[config.mk]
export PLATFORM = sky130hd
export DESIGN_NAME = ex_mem_pipe_reg_flat
export DESIGN_NICKNAME = d
export VERILOG_FILES = /design/src/rtl/ex_mem_pipe_reg_if.sv /design/src/rtl/ex_mem_pipe_reg.sv /design/src/flat_wrapper.sv
export SDC_FILE = /design/constraint.sdc
export NUM_CORES = 1
export LEC_CHECK = 0
export CELL_PAD_IN_SITES_DETAIL_PLACEMENT = 1
export CELL_PAD_IN_SITES_GLOBAL_PLACEMENT = 1
export CORE_UTILIZATION = 37
export DETAILED_ROUTE_END_ITERATION = 8
export PLACE_DENSITY = 0.83
export SLEW_MARGIN = 40
export SYNTH_ARGS = -nofsm -noshare
export SYNTH_HDL_FRONTEND = slang
export SYNTH_SLANG_ARGS = --single-unit
[constraint.sdc]
create_clock -name clk -period 2.38 [get_ports clk]
set_clock_uncertainty 0.2 [all_clocks]
set_input_delay 0.595 -clock clk [delete_from_list [all_inputs] [get_ports clk]]
set_output_delay 0.595 -clock clk [all_outputs]
set_load 0.05 [all_outputs]
[src/rtl/ex_mem_pipe_reg_if.sv]
// EX->MEM handshake and payload bundle: the EX side drives the *_in fields,
// the MEM side drives out_ready, and the pipeline register drives everything else.
interface ex_mem_pipe_reg_if #(
  parameter int unsigned WB_W  = 2,
  parameter int unsigned MEM_W = 3,
  parameter int unsigned RD_W  = 5,
  parameter int unsigned XLEN  = 32
);
  logic             in_valid;
  logic             in_ready;
  logic [WB_W-1:0]  WB_in;
  logic [MEM_W-1:0] MEM_in;
  logic [RD_W-1:0]  RD_in;
  logic [XLEN-1:0]  ALU_in;
  logic [XLEN-1:0]  WriteData_in;

  logic             out_valid;
  logic             out_ready;
  logic [WB_W-1:0]  WB_out;
  logic [MEM_W-1:0] MEM_out;
  logic [RD_W-1:0]  RD_out;
  logic [XLEN-1:0]  ALU_out;
  logic [XLEN-1:0]  WriteData_out;

  // Environment side: EX producer plus MEM consumer.
  modport master (
    output in_valid, WB_in, MEM_in, RD_in, ALU_in, WriteData_in, out_ready,
    input  in_ready, out_valid, WB_out, MEM_out, RD_out, ALU_out, WriteData_out
  );

  // Pipeline-register side.
  modport slave (
    input  in_valid, WB_in, MEM_in, RD_in, ALU_in, WriteData_in, out_ready,
    output in_ready, out_valid, WB_out, MEM_out, RD_out, ALU_out, WriteData_out
  );
endinterface

[src/rtl/ex_mem_pipe_reg.sv]
// EX->MEM pipeline register: one-cycle latency, valid/ready handshake,
// one-entry skid buffer so in_ready never depends combinationally on out_ready,
// flush of all held entries, and a saturating stall-cycle counter.
module ex_mem_pipe_reg #(
  parameter int unsigned WB_W  = 2,
  parameter int unsigned MEM_W = 3,
  parameter int unsigned RD_W  = 5,
  parameter int unsigned XLEN  = 32,
  parameter int unsigned CNT_W = 16
) (
  input  logic             clk,
  input  logic             reset,
  input  logic             flush,
  ex_mem_pipe_reg_if.slave bus,
  output logic [CNT_W-1:0] stall_cnt
);

  typedef struct packed {
    logic [WB_W-1:0]  wb;
    logic [MEM_W-1:0] mem;
    logic [RD_W-1:0]  rd;
    logic [XLEN-1:0]  alu;
    logic [XLEN-1:0]  wdata;
  } entry_t;

  entry_t main_q;
  entry_t skid_q;
  entry_t in_entry;
  logic   main_valid;
  logic   skid_valid;
  logic   main_free;
  logic   accept;
  logic   stall_sat;

  // Pack the EX-side fields into one entry.
  always_comb begin
    in_entry       = '0;
    in_entry.wb    = bus.WB_in;
    in_entry.mem   = bus.MEM_in;
    in_entry.rd    = bus.RD_in;
    in_entry.alu   = bus.ALU_in;
    in_entry.wdata = bus.WriteData_in;
  end

  // MAIN can take a new entry when empty or being consumed this cycle.
  assign main_free = !main_valid || bus.out_ready;
  assign accept    = bus.in_valid && !skid_valid;
  assign stall_sat = &stall_cnt;

  // Skid-empty ready comes straight from a flop, so no out_ready->in_ready path.
  assign bus.in_ready      = !skid_valid;
  assign bus.out_valid     = main_valid;
  // Control fields are zeroed on bubbles so nothing downstream writes.
  assign bus.WB_out        = main_valid ? main_q.wb  : '0;
  assign bus.MEM_out       = main_valid ? main_q.mem : '0;
  assign bus.RD_out        = main_q.rd;
  assign bus.ALU_out       = main_q.alu;
  assign bus.WriteData_out = main_q.wdata;

  // MAIN/SKID entry movement; payload only loads on accept or skid->main move.
  always_ff @(posedge clk) begin
    if (reset) begin
      main_valid <= 1'b0;
      skid_valid <= 1'b0;
      main_q     <= '0;
      skid_q     <= '0;
    end else if (flush) begin
      main_valid <= 1'b0;
      skid_valid <= 1'b0;
    end else if (main_free) begin
      if (skid_valid) begin
        main_q     <= skid_q;
        main_valid <= 1'b1;
        skid_valid <= 1'b0;
      end else if (accept) begin
        main_q     <= in_entry;
        main_valid <= 1'b1;
      end else begin
        main_valid <= 1'b0;
      end
    end else if (accept) begin
      skid_q     <= in_entry;
      skid_valid <= 1'b1;
    end
  end

  // Saturating count of cycles where MEM holds off a valid entry.
  always_ff @(posedge clk) begin
    if (reset) begin
      stall_cnt <= '0;
    end else if (main_valid && !bus.out_ready && !stall_sat) begin
      stall_cnt <= stall_cnt + CNT_W'(1);
    end
  end

endmodule

[src/flat_wrapper.sv]
// flat-port wrapper written by rule: the top's interface ports become plain ports
module ex_mem_pipe_reg_flat 
#(
  parameter int unsigned WB_W  = 2,
  parameter int unsigned MEM_W = 3,
  parameter int unsigned RD_W  = 5,
  parameter int unsigned XLEN  = 32,
  parameter int unsigned CNT_W = 16
)
  (clk, reset, flush, stall_cnt, bus_in_valid, bus_WB_in, bus_MEM_in, bus_RD_in, bus_ALU_in, bus_WriteData_in, bus_out_ready, bus_in_ready, bus_out_valid, bus_WB_out, bus_MEM_out, bus_RD_out, bus_ALU_out, bus_WriteData_out);
  ex_mem_pipe_reg_if #(.WB_W(WB_W), .MEM_W(MEM_W), .RD_W(RD_W), .XLEN(XLEN)) bus_i ();
  input  logic clk;
  input  logic reset;
  input  logic flush;
  output logic [CNT_W-1:0] stall_cnt;
  input wire logic [$bits(bus_i.in_valid)-1:0] bus_in_valid;
  input wire logic [$bits(bus_i.WB_in)-1:0] bus_WB_in;
  input wire logic [$bits(bus_i.MEM_in)-1:0] bus_MEM_in;
  input wire logic [$bits(bus_i.RD_in)-1:0] bus_RD_in;
  input wire logic [$bits(bus_i.ALU_in)-1:0] bus_ALU_in;
  input wire logic [$bits(bus_i.WriteData_in)-1:0] bus_WriteData_in;
  input wire logic [$bits(bus_i.out_ready)-1:0] bus_out_ready;
  output wire logic [$bits(bus_i.in_ready)-1:0] bus_in_ready;
  output wire logic [$bits(bus_i.out_valid)-1:0] bus_out_valid;
  output wire logic [$bits(bus_i.WB_out)-1:0] bus_WB_out;
  output wire logic [$bits(bus_i.MEM_out)-1:0] bus_MEM_out;
  output wire logic [$bits(bus_i.RD_out)-1:0] bus_RD_out;
  output wire logic [$bits(bus_i.ALU_out)-1:0] bus_ALU_out;
  output wire logic [$bits(bus_i.WriteData_out)-1:0] bus_WriteData_out;
  assign bus_i.in_valid = bus_in_valid;
  assign bus_i.WB_in = bus_WB_in;
  assign bus_i.MEM_in = bus_MEM_in;
  assign bus_i.RD_in = bus_RD_in;
  assign bus_i.ALU_in = bus_ALU_in;
  assign bus_i.WriteData_in = bus_WriteData_in;
  assign bus_i.out_ready = bus_out_ready;
  assign bus_in_ready = bus_i.in_ready;
  assign bus_out_valid = bus_i.out_valid;
  assign bus_WB_out = bus_i.WB_out;
  assign bus_MEM_out = bus_i.MEM_out;
  assign bus_RD_out = bus_i.RD_out;
  assign bus_ALU_out = bus_i.ALU_out;
  assign bus_WriteData_out = bus_i.WriteData_out;
  ex_mem_pipe_reg #(.WB_W(WB_W), .MEM_W(MEM_W), .RD_W(RD_W), .XLEN(XLEN), .CNT_W(CNT_W)) u_core (.clk(clk), .reset(reset), .flush(flush), .bus(bus_i), .stall_cnt(stall_cnt));
endmodule
==> metrics.txt <==
sequential cell area=~3300 sq um; simple-gate area share of the yosys netlist=around 16%; area of the multi-input gates=3080 sq um; TritonCTS Buffers=17; final worst-path cycle share=98.4%; Syn Inst Count=831; initial antenna violation count=0; drt first pass iters=4; CTS Hold Bufs=0; Post-CTS Repair Setup Buffers=0; Slew @ Worst Pin=between 0.7 and 0.8 ns; mux cell area share after synthesis=10.8%; Syn Area/Cell=8.60 sq um; fillers=2,158; fin crit period=2.34 ns; final cell count without fillers=1,189; Slew headroom=about half; max-capacitance violation count=0; Peak VDD IR=0.000485 V; Setup WS pre-CTS=-0.275 ns; worst path buffer plus inverter count=1; Ant. Diodes=0; drt wl/cell=15.6 um; first-pass GRT wire length=30.0 mm; Top Ports=171; Total Wirelength=18.6 mm; cell family with most CP delay=buffers and inverters; Final Power=6.38 mW; Final setup viols=0; ratio of cells with drive above 1 in the final layout=9.47%; clock tree buffer depth=2; startpoint types=flip-flop; Synthesized Nets=911; fin area=9340 sq um; Final Hold Fails=0; Iter 0 DRT Violations=between 200 and 250; Layout area overhead=30.6%; Synth cell types=33; die height=141 um; vias per cell=approximately 5.0; nets@finish=997; all-layer global routing usage=19.0%; CP peak stage delay=roughly 0.8 ns; Setup TNS=0 ns; global route overflow=0; Placed Cells=1,158; Fmax=about 430 MHz; CP required=1.58 ns; Post-DP Area=around 8800 sq um; CP max stage cell=clkdlybuf4s50_1; WP data arrival=approximately 1.6 ns; clk_lat worst skew=0.42 ns; leakage=approximately 3.6 nW; CP Class=reg -> out; Pwr Density=between 600 and 700 nW/um^2; Clock Root Buffer=clkbuf_16; post-synthesis xor/xnor area fraction=0%; hpwl dp=12.5 mm; CP Cell Sequence=clkdlybuf4s50_1; CP Max Fanout=2; Initial Util=between 30 and 40%; Core Util, Final=49.6%; Pins Over Slew Limit=0; H-tree depth=4; RSZ-0062 raised after global routing=no; die area=19,900 sq um; clock-pin transition on the worst setup and hold timing paths=0.06 ns; hold crit path type=reg -> reg; pin count of the biggest net entering global routing=53; synthesized flop and latch total=166; Final ANT Viol Nets=0; Final WS setup=0.0391 ns; total vias in the final route=5,934; Core Rows=50; IO Port Bufs=170; CTS tree=built; Yosys Warn Count=0; # DRC=0; Cell Area, Synth=roughly 7200 sq um; clock sinks=between 150 and 200; vias in the first global route=about 6,000; largest family of logic cells by synthesized area=simple AND/OR/NAND/NOR gates; gpl congestion=0.819; adder-cell share of the synthesized area=less than 1%; CP Capture Type=output port; outcome=completed; sequential cell area fraction in the yosys report=46.5%; compound-gate portion of the synthesized area=15.3%; Core Region=18,800 sq um; Final Hold Slack=0.254 ns; die width=141 um
-- path summary, 6_finish.rpt --
| path | startpoint | to | cells past startpoint | slack, ns |
|---|---|---|---|---|
| worst max-delay path | u_core.bus.WriteData_out[22] | bus_WriteData_out[22] | 1 | 0.04 |
| worst min-delay path | u_core.skid_q[3] | u_core.skid_q[3] | 2 | 0.25 |
| worst max register to register | u_core.stall_cnt[2] | u_core.stall_cnt[13] | 5 | 0.27 |
| worst min register to register | u_core.skid_q[3] | u_core.skid_q[3] | 2 | 0.25 |
-- worst reg2reg max path: stages (launching register included) --
cell and delay [ns]:
dfxtp_1 0.47, nand4_2 0.18, or3_1 0.50, buf_4 0.18
or3_1 0.34, a21oi_1 0.16
-- per-layer routing --
| layer | vias to the layer above | global-route usage [%] | routed length [um] |
|---|---|---|---|
| li1 | 2973 | - | - |
| met1 | 2826 | 22.3 | 8310 |
| met2 | 116 | 34.3 | 9280 |
| met3 | 19 | 4.04 | 722 |
| met4 | 0 | 6.35 | 287 |
| met5 | - | 0 | 0 |
-- cell families (layout without fill, tap and decap cells) --
family / count (synthesis) / in the layout
mux: 77 / 77
buf+inv: 132 / 230
fa+ha+maj: 1 / 1
flops: 166 / 166
compound gates: 176 / 176
simple gates: 279 / 279
-- Yosys cell counts --
library cell / instances / area [sq um]
and3_1: 1 / 6.26
or3_1: 7 / 43.8
dfxtp_1: 166 / 3320
or2b_1: 1 / 7.51
nand3_1: 5 / 25.0
a211oi_1: 76 / 571
o211ai_1: 1 / 7.51
nor2_1: 80 / 300
buf_4: 69 / 518
buf_2: 9 / 45.0
buf_1: 11 / 41.3
mux2i_1: 76 / 761
nand2b_1: 2 / 12.5
o21ai_0: 3 / 15.0
and4_1: 2 / 17.5
clkbuf_2: 1 / 5.00
nand2_1: 155 / 582
nand4_2: 1 / 12.5
nand4b_2: 1 / 15.0
nor3_1: 3 / 15.0
nand3b_1: 1 / 7.51
nand4_1: 2 / 12.5
or4_1: 7 / 52.6
and2_1: 5 / 31.3
inv_1: 3 / 11.3
nor4_1: 4 / 25.0
ha_1: 1 / 12.5
a21oi_1: 86 / 430
a31oi_1: 1 / 6.26
mux2_2: 1 / 11.3
nor2b_1: 2 / 12.5
o31ai_1: 9 / 67.6
clkbuf_1: 39 / 146
-- cells in the final DEF (no fill, tap or decap), types with 2 or more instances in the layout --
cell / synthesis / final
dfxtp_1: 166 / 163
nand2_1: 155 / 155
a21oi_1: 86 / 86
clkdlybuf4s50_1: 0 / 83
nor2_1: 80 / 80
mux2i_1: 76 / 76
a211oi_1: 76 / 76
dlygate4sd2_1: 0 / 44
buf_4: 69 / 32
dlymetal6s2s_1: 0 / 20
clkbuf_16: 0 / 17
buf_12: 0 / 17
o31ai_1: 9 / 9
or3_1: 7 / 7
or4_1: 7 / 7
and2_1: 5 / 5
nand3_1: 5 / 4
nor4_1: 4 / 4
inv_1: 3 / 3
o21ai_0: 3 / 3
clkinv_2: 0 / 3
clkinvlp_4: 0 / 3
clkbuf_8: 0 / 3
nor2b_1: 2 / 2
nand4_1: 2 / 2
and4_1: 2 / 2
nor3_1: 3 / 2
nand2b_1: 2 / 2
inv_6: 0 / 2
clkinv_4: 0 / 2
dfxtp_2: 0 / 2
-- state kept, by name (all words and copies together), names as in the netlist --
name,count
u_core.skid_q,74
u_core.bus.out_valid,1
u_core.bus.ALU_out,32
u_core.stall_cnt,16
u_core.skid_valid,1
u_core.bus.RD_out,5
u_core.bus.WriteData_out,32
u_core.main_q,5
-- final cells by class --
class / count / area share, %
timing repair buffer: 196 / 21.9
multi-input combinational: 533 / 33.0
tap: 260 / 3.48
inverter: 3 / 0.121
clock buffer: 21 / 5.04
clock inverter: 10 / 0.777
sequential: 166 / 35.7
-- timing repair --
action,4_1_cts,5_1_grt
gates resized for setup,44,20
cloned,0,0
endpoints found under the setup margin,44,20
hold endpoints to repair,0,0
-- power by group --
part / internal, mW / leakage, nW / switching [mW]
combinational: 0.347 / 1.94 / 0.560
sequential: 2.88 / 1.35 / 0.0529
clock: 1.42 / 0.262 / 1.13
(Power assumes the default switching activity.)
